[src/rtl/latsnq_ctrl_pkg.sv]
// Shared types and helpers for the latch-bank write controller.
// Holds the sequencer state encoding, the grant class and the counter sizing.
package latsnq_ctrl_pkg;

    typedef enum logic [2:0] {
        ST_IDLE    = 3'd0,
        ST_W_SETUP = 3'd1,
        ST_W_PULSE = 3'd2,
        ST_W_HOLD  = 3'd3,
        ST_P_PULSE = 3'd4,
        ST_P_RECOV = 3'd5
    } ctrl_state_e;

    typedef enum logic {
        GRANT_WRITE  = 1'b0,
        GRANT_PRESET = 1'b1
    } grant_e;

    function automatic int max4(input int a, input int b, input int c, input int d);
        int m;
        m = a;
        if (b > m) m = b;
        if (c > m) m = c;
        if (d > m) m = d;
        return m;
    endfunction

    // Down-counter width able to hold the longest phase length.
    function automatic int cnt_width(input int max_cyc);
        return $clog2(max_cyc) + 1;
    endfunction

endpackage

[src/rtl/latsnq_ctrl_arb.sv]
// Two-way arbiter between the write and preset requesters.
// Offers the bus only while the sequencer is idle; on a tie (or with no
// request pending) the class that did not win last time is offered, so
// exactly one ready is high in every idle cycle.
module latsnq_ctrl_arb
    import latsnq_ctrl_pkg::*;
(
    input  logic   idle,
    input  logic   wr_valid,
    input  logic   pre_valid,
    input  grant_e last_grant,
    output logic   wr_ready,
    output logic   pre_ready
);

    // Select which requester sees ready this cycle.
    always_comb begin
        wr_ready  = 1'b0;
        pre_ready = 1'b0;
        if (idle) begin
            if (wr_valid && !pre_valid) begin
                wr_ready = 1'b1;
            end else if (pre_valid && !wr_valid) begin
                pre_ready = 1'b1;
            end else if (last_grant == GRANT_WRITE) begin
                pre_ready = 1'b1;
            end else begin
                wr_ready = 1'b1;
            end
        end
    end

endmodule

[src/rtl/latsnq_bank_wr_ctrl.sv]
// Write/preset sequencer for a bank of set-capable transparent latches.
// Drives every E and SETN pin of the array from registers, stretching each
// phase (setup, pulse, hold, SETN recovery) to a whole number of CLK cycles.
// Optional access counters: define LATSNQ_WRCTRL_STATS_EN.
module latsnq_bank_wr_ctrl
    import latsnq_ctrl_pkg::*;
#(
    parameter int NWORDS    = 8,
    parameter int WIDTH     = 8,
    parameter int SETUP_CYC = 1,
    parameter int PULSE_CYC = 2,
    parameter int HOLD_CYC  = 1,
    parameter int REC_CYC   = 1,
    parameter int ADDR_W    = $clog2(NWORDS)
) (
    input  logic              CLK,
    input  logic              RN,
    input  logic              WR_VALID,
    output logic              WR_READY,
    input  logic [ADDR_W-1:0] WR_ADDR,
    input  logic [WIDTH-1:0]  WR_DATA,
    input  logic              PRE_VALID,
    output logic              PRE_READY,
    output logic [WIDTH-1:0]  LAT_D,
    output logic [NWORDS-1:0] LAT_E,
    output logic              LAT_SETN,
    output logic              BUSY
`ifdef LATSNQ_WRCTRL_STATS_EN
    ,
    output logic [15:0]       WR_CNT,
    output logic [15:0]       PRE_CNT
`endif
);

    localparam int CNT_W = cnt_width(max4(SETUP_CYC, PULSE_CYC, HOLD_CYC, REC_CYC));

    ctrl_state_e        state_reg, state_next;
    logic [CNT_W-1:0]   cnt_reg, cnt_next;
    grant_e             last_grant_reg, last_grant_next;
    logic [ADDR_W-1:0]  addr_reg;
    logic [WIDTH-1:0]   lat_d_reg;
    logic [NWORDS-1:0]  lat_e_reg, lat_e_next;
    logic               lat_setn_reg, lat_setn_next;
    logic [NWORDS-1:0]  word_hit;
    logic               wr_ready, pre_ready;
    logic               wr_fire, pre_fire;
    logic               cnt_zero;

    latsnq_ctrl_arb u_arb (
        .idle       (RN && (state_reg == ST_IDLE)),
        .wr_valid   (WR_VALID),
        .pre_valid  (PRE_VALID),
        .last_grant (last_grant_reg),
        .wr_ready   (wr_ready),
        .pre_ready  (pre_ready)
    );

    assign WR_READY  = wr_ready;
    assign PRE_READY = pre_ready;
    assign wr_fire   = WR_VALID && wr_ready;
    assign pre_fire  = PRE_VALID && pre_ready;
    assign cnt_zero  = (cnt_reg == '0);

    // Address decode; an out-of-range address matches no word, so the write is dropped.
    for (genvar gi = 0; gi < NWORDS; gi++) begin : g_dec
        assign word_hit[gi] = (32'(addr_reg) == 32'(gi));
    end

    // Next-state, phase counter and next latch-pin values.
    always_comb begin
        state_next      = state_reg;
        cnt_next        = cnt_reg;
        last_grant_next = last_grant_reg;
        case (state_reg)
            ST_IDLE: begin
                if (wr_fire) begin
                    state_next      = ST_W_SETUP;
                    cnt_next        = CNT_W'(SETUP_CYC - 1);
                    last_grant_next = GRANT_WRITE;
                end else if (pre_fire) begin
                    state_next      = ST_P_PULSE;
                    cnt_next        = CNT_W'(PULSE_CYC - 1);
                    last_grant_next = GRANT_PRESET;
                end
            end
            ST_W_SETUP: begin
                if (cnt_zero) begin
                    state_next = ST_W_PULSE;
                    cnt_next   = CNT_W'(PULSE_CYC - 1);
                end else begin
                    cnt_next = cnt_reg - CNT_W'(1);
                end
            end
            ST_W_PULSE: begin
                if (cnt_zero) begin
                    state_next = ST_W_HOLD;
                    cnt_next   = CNT_W'(HOLD_CYC - 1);
                end else begin
                    cnt_next = cnt_reg - CNT_W'(1);
                end
            end
            ST_W_HOLD: begin
                if (cnt_zero) begin
                    state_next = ST_IDLE;
                end else begin
                    cnt_next = cnt_reg - CNT_W'(1);
                end
            end
            ST_P_PULSE: begin
                if (cnt_zero) begin
                    state_next = ST_P_RECOV;
                    cnt_next   = CNT_W'(REC_CYC - 1);
                end else begin
                    cnt_next = cnt_reg - CNT_W'(1);
                end
            end
            ST_P_RECOV: begin
                if (cnt_zero) begin
                    state_next = ST_IDLE;
                end else begin
                    cnt_next = cnt_reg - CNT_W'(1);
                end
            end
            default: begin
                state_next = ST_IDLE;
                cnt_next   = '0;
            end
        endcase
        // Pins follow the state being entered so they are registered with it;
        // E and SETN therefore can never be active together.
        lat_e_next    = (state_next == ST_W_PULSE) ? word_hit : '0;
        lat_setn_next = (state_next != ST_P_PULSE);
    end

    // State, counter and latch-facing output registers.
    always_ff @(posedge CLK) begin
        if (!RN) begin
            state_reg      <= ST_IDLE;
            cnt_reg        <= '0;
            last_grant_reg <= GRANT_WRITE;
            addr_reg       <= '0;
            lat_d_reg      <= '0;
            lat_e_reg      <= '0;
            lat_setn_reg   <= 1'b1;
        end else begin
            state_reg      <= state_next;
            cnt_reg        <= cnt_next;
            last_grant_reg <= last_grant_next;
            lat_e_reg      <= lat_e_next;
            lat_setn_reg   <= lat_setn_next;
            if (wr_fire) begin
                addr_reg  <= WR_ADDR;
                lat_d_reg <= WR_DATA;
            end
        end
    end

    assign LAT_D    = lat_d_reg;
    assign LAT_E    = lat_e_reg;
    assign LAT_SETN = lat_setn_reg;
    assign BUSY     = (state_reg != ST_IDLE);

`ifdef LATSNQ_WRCTRL_STATS_EN
    logic [15:0] wr_cnt_reg;
    logic [15:0] pre_cnt_reg;

    // Saturating accept counters.
    always_ff @(posedge CLK) begin
        if (!RN) begin
            wr_cnt_reg  <= '0;
            pre_cnt_reg <= '0;
        end else begin
            if (wr_fire && (wr_cnt_reg != 16'hFFFF)) begin
                wr_cnt_reg <= wr_cnt_reg + 16'd1;
            end
            if (pre_fire && (pre_cnt_reg != 16'hFFFF)) begin
                pre_cnt_reg <= pre_cnt_reg + 16'd1;
            end
        end
    end

    assign WR_CNT  = wr_cnt_reg;
    assign PRE_CNT = pre_cnt_reg;
`endif

endmodule
[config.mk]
export PLATFORM = sky130hd
export DESIGN_NAME = latsnq_bank_wr_ctrl
export DESIGN_NICKNAME = d
export VERILOG_FILES = /design/src/rtl/latsnq_ctrl_pkg.sv /design/src/rtl/latsnq_ctrl_arb.sv /design/src/rtl/latsnq_bank_wr_ctrl.sv
export SDC_FILE = /design/constraint.sdc
export NUM_CORES = 1
export LEC_CHECK = 0
export ABC_AREA = 0
export ABC_CLOCK_PERIOD_IN_PS = 2400
export BUFFER_PORTS_ARGS = -buffer_cell sky130_fd_sc_hd__buf_4
export CORE_ASPECT_RATIO = 0.5
export CORE_MARGIN = 2
export CORE_UTILIZATION = 36
export DETAILED_ROUTE_END_ITERATION = 10
export GPL_ROUTABILITY_DRIVEN = 0
export PLACE_DENSITY = 0.65
export SLEW_MARGIN = 25
export SYNTH_ARGS = -nofsm -noshare
export SYNTH_HDL_FRONTEND = slang
export SYNTH_HIERARCHICAL = 1
export SYNTH_SLANG_ARGS = --single-unit
[constraint.sdc]
create_clock -name CLK -period 2.4 [get_ports CLK]
set_clock_uncertainty 0.15 [all_clocks]
set_input_delay 0.36 -clock CLK [delete_from_list [all_inputs] [get_ports CLK]]
set_output_delay 0.36 -clock CLK [all_outputs]
set_load 0.02 [all_outputs]
# After elaboration in Yosys (flattened, before gate mapping)
# Cells that the tools add are included.
totals:
  reg_bits: 26
  latch_bits: 0
  mem_bits_rw: 0
  romBits: 0
  inputBits: 15
  output_inout_bits: 20
  word_cells: 64
  mem_count: 0
classes:
  add_sub_neg: 1
  n_mul: 0
  div_mod_pow: 0
  n_lt_le_gt_ge: 0
  n_eq_ne: 16
  n_shift: 0
  muxes: 23
  bitwise: 0
  n_reduce_logical: 17
ops:
  columns: ["cell", "count"]
  rows:
  - ["$eq 3x3->1 const B", 6]
  - ["$mux 3", 6]
  - ["$eq 3x2->1 const B", 5]
  - ["$pmux 3 s5", 1]
  - ["$mux 1", 10]
  - ["$mux 2", 5]
  - ["$pmux 2 s4", 1]
  - ["$eq 3x1->1 const B", 2]
  - ["$logic_not 3->1", 2]
  - ["$ne 3x3->1 const B", 2]
  - ["$reduce_and 2->1", 3]
  - ["$logic_and 1x1->1", 5]
  - ["$reduce_or 2->1", 2]
  - ["$reduce_bool 3->1", 1]
  - ["$logic_not 1->1", 2]
  - ["$logic_not 2->1", 1]
  - ["$ne 2x2->1 const B", 1]
  - ["$reduce_bool 2->1", 1]
  - ["$sub 2x1->2 const B", 1]

# Depth between registers and ports, before layout
logic_depth:
  word_depth: 11
  depth_mapped: 8
  ltp_nobuf: 7

# Hierarchy
# Netlist, hierarchy kept.
modules_own_cells:
  columns: ["module", "n_inst", "cells_per_inst", "area_per_inst_um2", "seq_area_each_um2"]
  rows:
  - ["latsnq_bank_wr_ctrl", 1, 126, 1143.6, 520.5]
  - ["latsnq_ctrl_arb", 1, 4, 25.0, 0.0]

# Worst setup path after synthesis
# Ideal clock, no wire load.
synth_path:
  kind: "register -> register"
  start: "register state_reg[0]"
  end: "register cnt_reg[1]"
  setup_ps: 116
  t_arrival_ps: 2043
  required_time_ps: 2134
  slack_ps: 91
  path_stages_with_launch: 9
  path_buffers: 1
  period_less_slack_ps: 2309
  cell_sequence: "dfxtp_1 -> buf_4 -> nor3_4 -> and2_1 -> a21boi_1 -> a22o_1 -> o22ai_2 -> a311o_1 -> and3_1"
synth_between:
  elab_chain_len: 6
  elab_cells_between_ends: 18
  classes_between: "7 x eq/ne; 4 x mux; 7 x reduce/logical"
synth_rtl:
  columns: ["item", "line_no", "rtl"]
  rows:
  - ["start: declaration", "latsnq_bank_wr_ctrl.sv:37", "ctrl_state_e state_reg, state_next;"]
  - ["start signal: assignment", "latsnq_bank_wr_ctrl.sv:146", "state_reg <= state_next;"]
  - ["$logic_not 3->1 *", "latsnq_bank_wr_ctrl.sv:50", ".idle (RN && (state_reg == ST_IDLE)),"]
  - ["$logic_and 1x1->1 *", "latsnq_bank_wr_ctrl.sv:50", null]
  - ["$mux 1 *", "latsnq_ctrl_arb.sv:20", "if (idle) begin"]
  - ["via WR_READY", "latsnq_bank_wr_ctrl.sv:19", "output logic WR_READY,"]
  - ["$logic_and 1x1->1 *", "latsnq_bank_wr_ctrl.sv:60", "assign wr_fire = WR_VALID && wr_ready;"]
  - ["$mux 2 / $ne 3x3->1 (equally long branches)", null, null]
  - ["$pmux 2 s4 / $reduce_and 2->1 (equally long branches)", null, null]
  - ["end signal: assignment", "latsnq_bank_wr_ctrl.sv:147", "cnt_reg <= cnt_next;"]
  - ["end: declaration", "latsnq_bank_wr_ctrl.sv:38", "logic [CNT_W-1:0] cnt_reg, cnt_next;"]
# The timed path passes the listed nets; every way through them passes the cells marked *.
# A chain may end at the register's enable or synchronous reset.

# Final worst setup path
layout_path:
  start: "register state_reg[1]"
  end: "register cnt_reg[1]"
layout_between:
  elab_chain_len: 6
  elab_cells_between_ends: 18
  classes_between: "7 x eq/ne; 4 x mux; 7 x reduce/logical"
layout_rtl:
  columns: ["item", "line_no"]
  rows:
  - ["$logic_not 3->1", "latsnq_bank_wr_ctrl.sv:50, latsnq_bank_wr_ctrl.sv:74"]
  - ["$logic_and 1x1->1", "latsnq_bank_wr_ctrl.sv:50"]
  - ["$mux 1", "latsnq_ctrl_arb.sv:20"]
  - ["$logic_and 1x1->1, on equally long branches", "latsnq_bank_wr_ctrl.sv:60, latsnq_bank_wr_ctrl.sv:61"]
  - ["$mux 2 / $ne 3x3->1 (equally long branches)", null]
  - ["$pmux 2 s4 / $reduce_and 2->1 (equally long branches)", null]
# Several ways; a longest one is shown, not always the timed one.

==> results_dict.tcl <==
set metrics [dict create \
    fin_crit_sh_pct 89.5 \
    yosys_warnings 6 \
    yosys.area.top_type "dfxtp_1" \
    power.leakage_nw 0.642 \
    netlist_area_sq_mm 0.00117 \
    fp.coreArea_sq_mm 0.00305 \
    cap_violations 0 \
    critical_path.max_fanout 8 \
    cts_tree "yes" \
    max_stage_delay_ns 0.42 \
    slew_viol_final 0 \
    worstPathRequired_ns 2.42 \
    met3_length_um 86 \
    synth_cells 130 \
    hpwl_um 1830 \
    clkPwrFrac_pct 24.5 \
    cp.buffers_inverters 0 \
    power_density_mw_per_mm2 966 \
    layout_min_cycle_time_ns 2.15 \
    synthToLayoutAreaGrowth_pct 30.3 \
    cp.depth 7 \
    postCtsSetupRepairBufs 0 \
    hold-path-cell-count 3 \
    cts_root_buffer "clkbuf_8" \
    nNetsFinal 183 \
    rsz0062_at_grt "no" \
    hold_class "in -> reg" \
    fillCellCount 308 \
    die_w_um 84.6 \
    cts.sinks 26 \
    switching_power_uw 510 \
    ir_drop_v 0.000471 \
    cts.clk_slew.worst_paths_ns 0.09 \
    yosysSeqAreaShare_pct 44.5 \
    status "completed" \
    start_util_pct 38.3 \
    grt_overflow 0 \
    drc 0 \
    wirelength_um 2470 \
    antenna_left 0 \
    synth.distinct_cells 38 \
    ioPinCount 35 \
    power_frac_comb_pct 39.0 \
    io_buffers 34 \
    path_delay_family "compound AO/OA/AOI/OAI gates" \
    setup_viol_count_final 0 \
    num_rows 14 \
    layout-drive-gt1-share_pct 31.7 \
    ys.flop_type "dfxtp_1" \
    die_height_um 44.3 \
    dr.max_layer_used "met4" \
    cts.htree.levels 1 \
    slew_headroom_pct 72.5 \
    tightest_slew_ns 0.412 \
    cts.path.max_buffers 2 \
    grt_max_degree 22 \
    async_flop_share_pct 0 \
    cts_hold_buffers 0 \
    swShare_pct 34.6 \
    max_freq_ghz 0.465 \
    cts_resized 0 \
    synth_top_area_share_pct 44.5 \
    ys_top_cells_by_area "dfxtp_1 (45%), nand2_1 (9.6%), a21boi_0 (7.1%)" \
    grt_pass1_vias 929 \
    drt_iter0_drc 20 \
    grt_pass1_wl_um 4040 \
    vias 992 \
    setup_tns_ns 0 \
    clock_latency_ns 0.27 \
    wl_met1_um 1110 \
    hold_violations 0 \
    syn_nets 148 \
    cp.arrival_ns 2.17 \
    endpoint_kind "register" \
    track_usage_pct 13.9 \
    syn-mean-instance-area_sq_um 8.99 \
    antenna_found_initial 0 \
    avgRoutedWirePerCell_um 12.1 \
    met2_length_um 1250 \
    viasPerCell 4.86 \
    p_seq_share_pct 36.5 \
    p_int_uw 962 \
    worstSetupPathType "reg -> reg" \
    cts_buffers 3 \
    worstRegToRegCells 7 \
    antenna_cells 0 \
    die_area_sq_mm 0.00375 \
    synth-edff-count 0 \
    power.total_mw 1.47 \
    ys_ff_latch 26 \
    cp-start-kind "register" \
    critPathSlowestCell "dfxtp_1" \
    firstDrtPassIters 4 \
    path_cells "nor3_4 -> and2_1 -> a21boi_1 -> a22o_1 -> o22ai_2 -> a311o_1 -> and3_1" \
]
## power by group through the flow
stage               Combinational [mW]  Clock, mW  Sequential (mW)
global route                     0.637      0.391            0.545
floorplan                        0.429          0            0.540
finish                           0.574      0.360            0.537
CTS                              0.578      0.371            0.538
detailed placement               0.578          0            0.547
global placement                 0.564          0            0.545
## synth_stat cells, types with 2 or more instances
cell type  count
dfxtp_1       26
nand2b_1       2
o21ai_0        4
nor2_1        11
a21oi_1        3
clkbuf_1       4
and3_1         2
ha_1           3
inv_1          3
nor3_2         2
nand2_1       30
a22o_1         2
a21boi_0      11
buf_6          2
and2_1         2
## metal layers
layer	up-vias	GRT usage [%]
li1	508	-
met1	467	15.5
met2	15	25.8
met4	0	5.08
met5	-	0
met3	2	4.10
## worst reg2reg max path: cells and delay by family (launching register included)
family	cells	cell delay, ns
compound gates	4	0.90
simple gates	3	0.58
flops	1	0.42
## placed cells by master, fill, tap and decap left out, types with 2 or more instances in the layout
cell type	n
a21boi_0	11
a21oi_1	3
a22o_1	2
and2_1	2
and3_1	2
buf_4	37
clkbuf_8	3
dfxtp_1	26
ha_1	3
inv_1	3
nand2_1	30
nand2b_1	2
nor2_1	11
nor3_2	2
o21ai_0	4
## layout make-up
type	count	area [sq um]	area share, %
clock buffers	3	41.3	2.71
clock inverters	1	30.0	1.97
flip-flops and latches	26	520	34.2
inverters	4	15.0	0.986
multi-input cells	93	588	38.6
well taps	40	50.0	3.29
repair buffers	37	278	18.2
## through the flow
step / util [%] / hold WS (ns) / area [sq um] / std cells / setup WS, ns
3_3_place_gp: 47.6 / 0.303 / 1450 / 200 / 0.380
2_1_floorplan: - / 0.314 / 1170 / 130 / 0.0912
4_1_cts: 50.0 / 0.179 / 1520 / 204 / 0.251
6_report: 50.0 / 0.189 / 1520 / 204 / 0.251
3_5_place_dp: 47.6 / 0.310 / 1450 / 200 / 0.253
5_1_grt: 50.0 / 0.183 / 1520 / 204 / 0.130
## logic make-up (layout without fill, tap and decap cells)
kind of cell | count (synthesis) | after routing | share of synthesized area [%]
multiplexers | 1 | 1 | 0.964
XOR/XNOR | 2 | 2 | 2.14
adder cells (fa/ha/maj) | 3 | 3 | 3.21
flip-flops | 26 | 26 | 44.5
buffers and inverters | 11 | 45 | 5.14
AND/OR/NAND/NOR | 57 | 57 | 25.1
AO/OA/AOI/OAI | 30 | 30 | 19.0
## path summary, 6_finish.rpt
path / startpoint / to / slack [ns]
setup / recovery: state_reg[1] / cnt_reg[1] / 0.25
hold / removal: WR_DATA[6] / LAT_D[6] / 0.19
setup reg to reg: state_reg[1] / cnt_reg[1] / 0.25
hold reg to reg: LAT_D[4] / LAT_D[4] / 0.32
Power figures use the tool's default switching activity.
